--- config.mk ---
export PLATFORM = sky130hd
export DESIGN_NAME = ieee754_op_arbiter
export DESIGN_NICKNAME = d
export VERILOG_FILES = /design/src/rtl/ieee754_pkg.sv /design/src/rtl/ieee754_rr_arbiter.sv /design/src/rtl/ieee754_op_arbiter.sv
export SDC_FILE = /design/constraint.sdc
export NUM_CORES = 1
export LEC_CHECK = 0
export CAP_MARGIN = 20
export CORE_MARGIN = 5
export CORE_UTILIZATION = 25
export CTS_CLUSTER_DIAMETER = 60
export DETAILED_ROUTE_END_ITERATION = 10
export PLACE_DENSITY = 0.56
export REMOVE_ABC_BUFFERS = 1
export SYNTH_ARGS = -nofsm -noshare
export SYNTH_HDL_FRONTEND = slang
export SYNTH_HIERARCHICAL = 1
export SYNTH_SLANG_ARGS = --single-unit
--- constraint.sdc ---
create_clock -name clk -period 3 [get_ports clk]
set_input_delay 0.75 -clock clk [delete_from_list [all_inputs] [get_ports clk]]
set_output_delay 0.75 -clock clk [all_outputs]
set_load 0.01 [all_outputs]
--- src/rtl/ieee754_pkg.sv ---
// Shared definitions for the FP operation arbiter: op codes, FSM encoding, request bundle.
package ieee754_pkg;

    localparam int FP_WIDTH = 32;

    localparam logic [1:0] OP_ADD = 2'b00;
    localparam logic [1:0] OP_SUB = 2'b01;
    localparam logic [1:0] OP_MUL = 2'b10;
    localparam logic [1:0] OP_DIV = 2'b11;

    localparam logic [1:0] ST_IDLE  = 2'd0;
    localparam logic [1:0] ST_ISSUE = 2'd1;
    localparam logic [1:0] ST_RESP  = 2'd2;

    // One operation request as seen by the FP unit.
    typedef struct packed {
        logic [FP_WIDTH-1:0] a;
        logic [FP_WIDTH-1:0] b;
        logic [1:0]          op;
    } fp_req_t;

endpackage

--- src/rtl/ieee754_rr_arbiter.sv ---
// Two-way round-robin arbiter: a tie goes to the requester not granted last time.
module ieee754_rr_arbiter (
    input  logic [1:0] valid,
    input  logic       last_grant,
    input  logic       en,
    output logic [1:0] grant,
    output logic       idx
);

    // Winner selection; with a single valid that one wins, on a tie the other-than-last wins.
    always_comb begin
        idx   = (valid == 2'b11) ? ~last_grant : ~valid[0];
        grant = 2'b00;
        if (en && (valid != 2'b00)) grant = idx ? 2'b10 : 2'b01;
    end

endmodule

--- src/rtl/ieee754_op_arbiter.sv ---
// Shares one combinational FP unit between two requesters: accept, hold operands, capture, respond.
module ieee754_op_arbiter
    import ieee754_pkg::*;
#(
    parameter int SETTLE_CYCLES = 2
) (
    input  logic                clk,
    input  logic                rst_n,
    input  logic                req0_valid,
    output logic                req0_ready,
    input  logic [FP_WIDTH-1:0] req0_a,
    input  logic [FP_WIDTH-1:0] req0_b,
    input  logic [1:0]          req0_op,
    input  logic                req1_valid,
    output logic                req1_ready,
    input  logic [FP_WIDTH-1:0] req1_a,
    input  logic [FP_WIDTH-1:0] req1_b,
    input  logic [1:0]          req1_op,
    output logic [FP_WIDTH-1:0] fpu_a,
    output logic [FP_WIDTH-1:0] fpu_b,
    output logic [1:0]          fpu_op_sel,
    input  logic [FP_WIDTH-1:0] fpu_result,
    output logic                rsp_valid,
    input  logic                rsp_ready,
    output logic [FP_WIDTH-1:0] rsp_result,
    output logic                rsp_id,
    output logic [1:0]          rsp_op,
    output logic                busy
);

    localparam int CNT_W = 4;
    localparam logic [CNT_W-1:0] CNT_LOAD = CNT_W'(SETTLE_CYCLES - 1);

    logic [1:0]       state;
    logic             last_grant;
    logic [CNT_W-1:0] cnt;
    logic [1:0]       grant;
    logic             win;
    fp_req_t          sel;

    ieee754_rr_arbiter u_arb (
        .valid      ({req1_valid, req0_valid}),
        .last_grant (last_grant),
        .en         (state == ST_IDLE),
        .grant      (grant),
        .idx        (win)
    );

    assign req0_ready = grant[0];
    assign req1_ready = grant[1];
    assign busy       = (state != ST_IDLE);

    // Operand mux feeding the FP-unit registers at the accept edge.
    always_comb begin
        sel = win ? fp_req_t'{req1_a, req1_b, req1_op} : fp_req_t'{req0_a, req0_b, req0_op};
    end

    // Control FSM plus operand/response registers; fpu_* are only written on accept.
    always_ff @(posedge clk or negedge rst_n) begin
        if (!rst_n) begin
            state      <= ST_IDLE;
            last_grant <= 1'b1;
            cnt        <= '0;
            fpu_a      <= '0;
            fpu_b      <= '0;
            fpu_op_sel <= '0;
            rsp_valid  <= 1'b0;
            rsp_result <= '0;
            rsp_id     <= 1'b0;
            rsp_op     <= '0;
        end else begin
            case (state)
                ST_IDLE: begin
                    if (grant != 2'b00) begin
                        fpu_a      <= sel.a;
                        fpu_b      <= sel.b;
                        fpu_op_sel <= sel.op;
                        rsp_id     <= win;
                        rsp_op     <= sel.op;
                        last_grant <= win;
                        cnt        <= CNT_LOAD;
                        state      <= ST_ISSUE;
                    end
                end
                ST_ISSUE: begin
                    if (cnt == '0) begin
                        rsp_result <= fpu_result;
                        rsp_valid  <= 1'b1;
                        state      <= ST_RESP;
                    end else begin
                        cnt <= cnt - 1'b1;
                    end
                end
                ST_RESP: begin
                    if (rsp_ready) begin
                        rsp_valid <= 1'b0;
                        state     <= ST_IDLE;
                    end
                end
                default: state <= ST_IDLE;
            endcase
        end
    end

endmodule

==> reports/summary.txt, run 1 <==
CP dominant cell by count - clkdlybuf4s50_1
Pre-antenna DRT Iters - 4
Core ar. - 19,400 µm²
Final worst path period need - 2.85 ns
Clock power frac - 16.5%
Tcrit/Tclk final - 95.2%
GR Util All Layers - 14.1%
Worst skew pair latency - 0.34 ns
I/O pins - 274
Reg power frac - 32.0%
Antenna violations before repair - 1
Post-synthesis compound-gate area fraction - 16.0%
Min Hold Slack - 0.321 ns
CP Class - input port to output pin
CTS root buffer - clkbuf_16
Congestion Overflow GR - 0
Max frequency - 350 MHz
Hold Violations, Final - 0
Avg Cell Area, Syn - 11.8 µm²
Residual DRC - 0
Crit start category - input port
Mux contribution to synthesized area - 21.5%
Post-route cell area - 8230 µm²
Crit-path slowest cell - clkdlybuf4s50_1
Synth warn - 6
Clock buffer count from CTS - 9
Worst r2r src - state[1]$_DFFE_PN0P_
Sequential share of the synthesized area - 54.7%
Tightest Pin Transition - 0.783 ns
Largest net degree at the start of global routing - 69
Die Width - 150 µm
First-pass GRT wire length - 24.7 mm
CTS sink count - 107
Status - complete, no violations
Initial Utilization - 25.3%
Ant diodes - 0
Largest family of logic cells by synthesized area - multiplexers
Vert. Die Dim - 150 µm
Port buffer count - 273
Setup WS post-layout - 0.145 ns
Post-DP HPWL - 12.5 mm
CP cell instances - clkdlybuf4s50_1 -> nand2_1 -> a21oi_1 -> clkdlybuf4s50_1
Xor/xnor share of the synthesized area - 0%
Area grow syn2layout - 67.9%
Routed WL per cell - 17.2 µm
WL final - 16.3 mm
Cells after Synth - 416
Antenna viol nets, final - 0
Multi-input gate area - 2000 µm²
Htree depth - 3
CP arrival - 2.10 ns
Die area - 22,500 µm²
Commonest non-fill, non-tap cell in the layout - clkdlybuf4s50_1
Sw Ratio - 36.5%
Final TNS setup - 0 ns
PostCTS Resize Cnt - 0
Place WS - 0.159 ns
Max_cap viols - 0
Layout Nets - 845
Max stage delay on crit path - 0.60 ns
CP Data Required Time - 2.25 ns
Adder-Cell Fraction of Synth Area - 0.511%
Finish-stage setup viols - 0
Post-synth design cell area - 4900 µm²
Slew headroom - 47.6%
Filler cells - 1,847
DR iter-0 viols - 200
Drt via density - 4.45
Via count - 4,202
Worst hold path class - input port to asynchronous set/reset pin
CP Capture Type - output pin
Power density cells - 988 nW/µm²
Placed instance area - 7890 µm²
Library cells used by synthesis - 34
Psw - 0.00296 W
Pleak - 3.45 nW
Post-Synth Simple-Gate Area - 2.50%
RSZ-0062 raised after global routing - false
# Post-CTS Setup Buffers - 0
Cell internal pwr - 0.00516 W
Hold_buf cts - 0
Combinational share of power - 51.5%
CTS tree - yes
Reg area - 2680 µm²
Layout cell share with drive strength beyond 1 - 7.81%
Number of synthesized register bits - 107
Final Skew - 0.00571 ns
Clock Tree Buf Depth - 2
Final Power - 0.00813 W
Rows - 51
Max VDD drop - 0.000605 V
Worst-path clk slew - 0.07 ns
Final Max Tran Viols - 0
Gpl congestion - 0.747
Vias in the first global route - 4,473
Most frequent cells in the layout - clkdlybuf4s50_1 (272), a21oi_1 (123), dfrtp_1 (106)
Critical path peak fanout - 3
CP startpoint - req1_valid
-- routing by layer --
layer / share of wire [%] / vias to the layer above / global-route usage [%]
li1: - / 2016 / -
met5: 0.080 / - / 0
met1: 37 / 2005 / 15.9
met3: 6.8 / 24 / 3.85
met2: 53 / 155 / 25.4
met4: 2.4 / 2 / 4.89
-- through the flow --
step	utilization, %	cells
3_5_place_dp	40.6	928
3_3_place_gp	40.6	928
4_1_cts	42.4	944
5_1_grt	42.4	944
6_report	42.4	944
2_1_floorplan	-	379
-- synth_stat cells, drive strengths merged --
cell type | n | area [µm²]
ha | 2 | 25.0
dfrtp | 106 | 2650
buf | 24 | 174
a221oi | 1 | 8.76
a21oi | 134 | 712
mux2 | 34 | 383
a31oi | 1 | 6.26
or3b | 1 | 8.76
and3 | 1 | 6.26
mux2i | 67 | 671
nor3b | 1 | 7.51
dfstp | 1 | 26.3
o21ai | 4 | 20.0
o311ai | 1 | 8.76
nor3 | 3 | 15.0
clkbuf | 13 | 48.8
a21bo | 1 | 10.0
a2bb2oi | 1 | 8.76
and2 | 1 | 6.26
inv | 4 | 15.0
or2 | 1 | 6.26
and2b | 1 | 8.76
nor2 | 2 | 10.0
a21o | 1 | 7.51
nand2 | 6 | 25.0
nand4b | 1 | 8.76
nand2b | 2 | 12.5
or4 | 1 | 7.51
-- final cells by class --
type,count,share of cell area (%)
flip-flops and latches,107,32.6
clock inverters,7,1.41
inverters,4,0.183
repair buffers,284,34.8
multi-input cells,268,24.3
clock buffers,9,2.74
well taps,265,4.03
-- cells by family (layout without fill, tap and decap cells) --
group / after synthesis / after routing
flops: 107 / 107
fa+ha+maj: 2 / 2
compound gates: 144 / 144
mux: 101 / 101
simple gates: 21 / 21
buf+inv: 41 / 304
-- worst max-delay path, delay by kind of cell --
family | cells | cell delay [ns]
and+or+nand+nor | 1 | 0.06
AOI/OAI and AO/OA | 1 | 0.22
buffers and inverters | 2 | 1.08
-- power groups by stage --
| stage | Clock [W] | Sequential (W) | Combinational [W] |
|---|---|---|---|
| floorplan | 0 | 0.00290 | 0.00160 |
| global placement | 0 | 0.00259 | 0.00421 |
| detailed placement | 0 | 0.00261 | 0.00428 |
| CTS | 0.00139 | 0.00260 | 0.00428 |
| global route | 0.00144 | 0.00269 | 0.00454 |
| finish | 0.00134 | 0.00260 | 0.00419 |
-- state kept, by name, summed over array words and instances (netlist names) --
name	flops
rsp_result	32
fpu_a	32
rsp_valid	1
state	2
rsp_op	2
last_grant	1
rsp_id	1
fpu_b	32
cnt	4
-- path summary, 6_finish.rpt --
kind	to	slack [ns]	depth (start not counted)
min in group clk	rsp_result[26]$_DFFE_PN0P_	0.49	1
max in group asynchronous	fpu_a[8]$_DFFE_PN0P_	2.06	2
worst min-delay path	rsp_result[4]$_DFFE_PN0P_	0.32	1
worst min register to register	rsp_result[26]$_DFFE_PN0P_	0.49	1
worst max-delay path	req1_ready	0.15	4
worst max register to register	fpu_a[4]$_DFFE_PN0P_	0.70	5
(Power assumes the default switching activity.)
==> run 2, diff against run 1 <==
Settings changed: ABC_AREA set to 1, SLEW_MARGIN set to 15.
==> run 2 against run 1 <==
Register-to-register slack gained 0.55 ns. Routed wire length is 6.8% lower. Critical path type unchanged. Area after synthesis increased by 2.9%. Die area increased by 2.7%.
==> reports/summary.txt, run 2 <==
Status - complete, no violations (unchanged)
EDFF count, synth - 0 (unchanged)
Largest net degree at the start of global routing - 134 (was 69)
CTS root buffer - clkbuf_16 (unchanged)
Setup WS post-layout - 0.191 ns (was 0.145 ns)
Core ar. - 20,000 µm² (was 19,400 µm²)
Die Width - 152 µm (was 150 µm)
CP Capture Type - output pin (unchanged)
Finish-stage setup viols - 0 (unchanged)
Htree depth - 3 (unchanged)
Critical path peak fanout - 2 (was 3)
Port buffer count - 273 (unchanged)
Worst-path clk slew - 0.07 ns (about the same)
PostCTS Resize Cnt - 0 (unchanged)
Initial Utilization - 25.2% (was 25.3%)
Pre-antenna DRT Iters - 4 (unchanged)
Place WS - 0.165 ns (was 0.159 ns)
Predominant post-synthesis flop cell - dfrtp_1 (unchanged)
Layout cell share with drive strength beyond 1 - 5.24% (was 7.81%)
Post-synthesis compound-gate area fraction - 18.1% (was 16.0%)
Number of synthesized register bits - 107 (unchanged)
Max VDD drop - 0.000323 V (was 0.000605 V)
Post-synth top cells - nand2_1 (179), dfrtp_1 (106), inv_1 (106) (was a21oi_1 (123), dfrtp_1 (106), mux2i_1 (67))
Clock buffer count from CTS - 9 (unchanged)
Via count - 4,659 (was 4,202)
CTS sink count - 107 (unchanged)
Vias in the first global route - 4,403 (was 4,473)
WL final - 15.1 mm (was 16.3 mm)
Avg Cell Area, Syn - 8.12 µm² (was 11.8 µm²)
Post-route cell area - 8290 µm² (was 8230 µm²)
# Post-CTS Setup Buffers - 0 (unchanged)
Post-DP HPWL - 11.2 mm (was 12.5 mm)
Library cells used by synthesis - 24 (was 34)
Sequential share of the synthesized area - 53.1% (was 54.7%)
Power density cells - 934 nW/µm² (was 988 nW/µm²)
Antenna violations before repair - 0 (was 1)
Final Max Tran Viols - 0 (unchanged)
Hold Violations, Final - 0 (unchanged)
I/O pins - 274 (unchanged)
Fin cells - 1,148 (was 944)
Post-Synth Simple-Gate Area - 15.1% (was 2.50%)
First-pass GRT wire length - 24.3 mm (was 24.7 mm)
Worst skew pair latency - 0.35 ns (was 0.34 ns)
Drt via density - 4.06 (was 4.45)
Dominant cell by count in the synthesized netlist - nand2_1 (was a21oi_1)
CP Data Required Time - 2.25 ns (about the same)
Placed insts - 1,133 (was 928)
Max_cap viols - 0 (unchanged)
Min Hold Slack - 0.295 ns (was 0.321 ns)
Die area - 23,100 µm² (was 22,500 µm²)
Largest family of logic cells by synthesized area - compound AO/OA/AOI/OAI gates (was multiplexers)
Hold_buf cts - 0 (unchanged)
CP Class - input port to output pin (unchanged)
Antenna viol nets, final - 0 (unchanged)
Commonest non-fill, non-tap cell in the layout - clkdlybuf4s50_1 (unchanged)
Final Skew - 0.00999 ns (was 0.00571 ns)
Synth async-reset ratio - 100% (unchanged)
Mux contribution to synthesized area - 0% (was 21.5%)
Most frequent cells in the layout - clkdlybuf4s50_1 (272), nand2_1 (179), inv_1 (106), dfrtp_1 (106), o21ai_0 (101) (was clkdlybuf4s50_1 (272), a21oi_1 (123), dfrtp_1 (106))
Residual DRC - 0 (unchanged)
Adder-Cell Fraction of Synth Area - 0.496% (was 0.511%)
Vert. Die Dim - 152 µm (was 150 µm)
Largest regs - fpu_a: 32 flops, fpu_b: 32 flops, rsp_result: 32 flops (unchanged)
Max frequency - 356 MHz (was 350 MHz)
CP arrival - 2.06 ns (was 2.10 ns)
Placed instance area - 7960 µm² (was 7890 µm²)
Slew headroom - 41.3% (was 47.6%)
Routed WL per cell - 13.2 µm (was 17.2 µm)
Tightest Pin Transition - 0.880 ns (was 0.783 ns)
Tcrit/Tclk final - 93.6% (was 95.2%)
Xor/xnor share of the synthesized area - 0.174% (was 0%)
Rows - 52 (was 51)
Clock Tree Buf Depth - 2 (unchanged)
Post-synth top area cell - dfrtp_1 (unchanged)
Final worst path period need - 2.81 ns (was 2.85 ns)
DR iter-0 viols - 194 (was 200)
Layout Nets - 1,045 (was 845)
Post-synth design cell area - 5040 µm² (was 4900 µm²)
Crit start category - input port (unchanged)
Congestion Overflow GR - 0 (unchanged)
Gpl congestion - 0.764 (was 0.747)
GR Util All Layers - 12.9% (was 14.1%)
RSZ-0062 raised after global routing - false (unchanged)
Yosys top cell area share - 52.6% (was 54.1%)
Area grow syn2layout - 64.3% (was 67.9%)
Worst hold path class - input port to asynchronous set/reset pin (unchanged)
Pleak - 3.94 nW (was 3.45 nW)
Cells after Synth - 621 (was 416)
Synth warn - 6 (unchanged)
Synth top area cells - dfrtp_1 (53%), nand2_1 (13%), o21ai_0 (10%) (was dfrtp_1 (54%), mux2i_1 (14%), a21oi_1 (13%))
Ant diodes - 0 (unchanged)
CTS tree - yes (unchanged)
## run 2: worst paths after layout
kind	from	depth (start not counted)	slack, ns	to
min in group clk	rsp_result[31]$_DFFE_PN0P_	2	0.48	rsp_result[31]$_DFFE_PN0P_
worst min register to register	rsp_result[31]$_DFFE_PN0P_	2	0.48	rsp_result[31]$_DFFE_PN0P_
worst max register to register	last_grant$_DFFE_PN1P_	6	1.25	fpu_a[17]$_DFFE_PN0P_
worst min-delay path	rst_n	1	0.29	rsp_result[15]$_DFFE_PN0P_
worst max-delay path	req0_valid	4	0.19	req0_ready
max in group asynchronous	rst_n	2	1.98	fpu_b[0]$_DFFE_PN0P_
## run 2: cell type report
type	count	area [µm²]
clock buffers	10	239
flip-flops and latches	107	2680
fillers	2126	11800
inverters	107	402
repair buffers	280	2820
well taps	270	338
multi-input cells	369	1720
clock inverters	5	85.1
## run 2: worst max-delay path, cell delays in order
cell and delay (ns):
clkdlybuf4s50_1 0.53, nand2_4 0.07, nor2_2 0.14, clkdlybuf4s50_1 0.57
## run 2: power by group
group          switching, W  leakage [nW]  total (W)  internal, W
Combinational       0.00188          2.47    0.00386      0.00199
Clock              0.000556         0.156    0.00131     0.000757
Sequential         0.000383          1.31    0.00256      0.00218
Total               0.00281          3.94    0.00774      0.00492
## run 2: stage by stage
stage | util, % | power, W | TNS, ns
6_report | 41.4 | 0.00774 | 0
4_1_cts | 41.3 | 0.00790 | 0
5_1_grt | 41.4 | 0.00838 | 0
3_3_place_gp | 39.7 | 0.00649 | 0
2_1_floorplan | - | 0.00436 | -141.39
3_5_place_dp | 39.7 | 0.00652 | 0
## run 2: cells by family (layout without fill, tap and decap cells)
| family | count (synthesis) | count (layout) |
|---|---|---|
| AO/OA/AOI/OAI | 171 | 171 |
| AND/OR/NAND/NOR | 195 | 195 |
| XOR/XNOR | 1 | 1 |
| adder cells (fa/ha/maj) | 2 | 2 |
| flip-flops | 107 | 107 |
| buffers and inverters | 145 | 402 |
## run 2: routing by layer
metal	vias up	global-route usage, %	wire, µm
met5	-	0	0
met4	0	3.21	148
met3	9	5.75	1570
met2	195	19.3	6410
met1	2034	17.1	7020
li1	2421	-	-
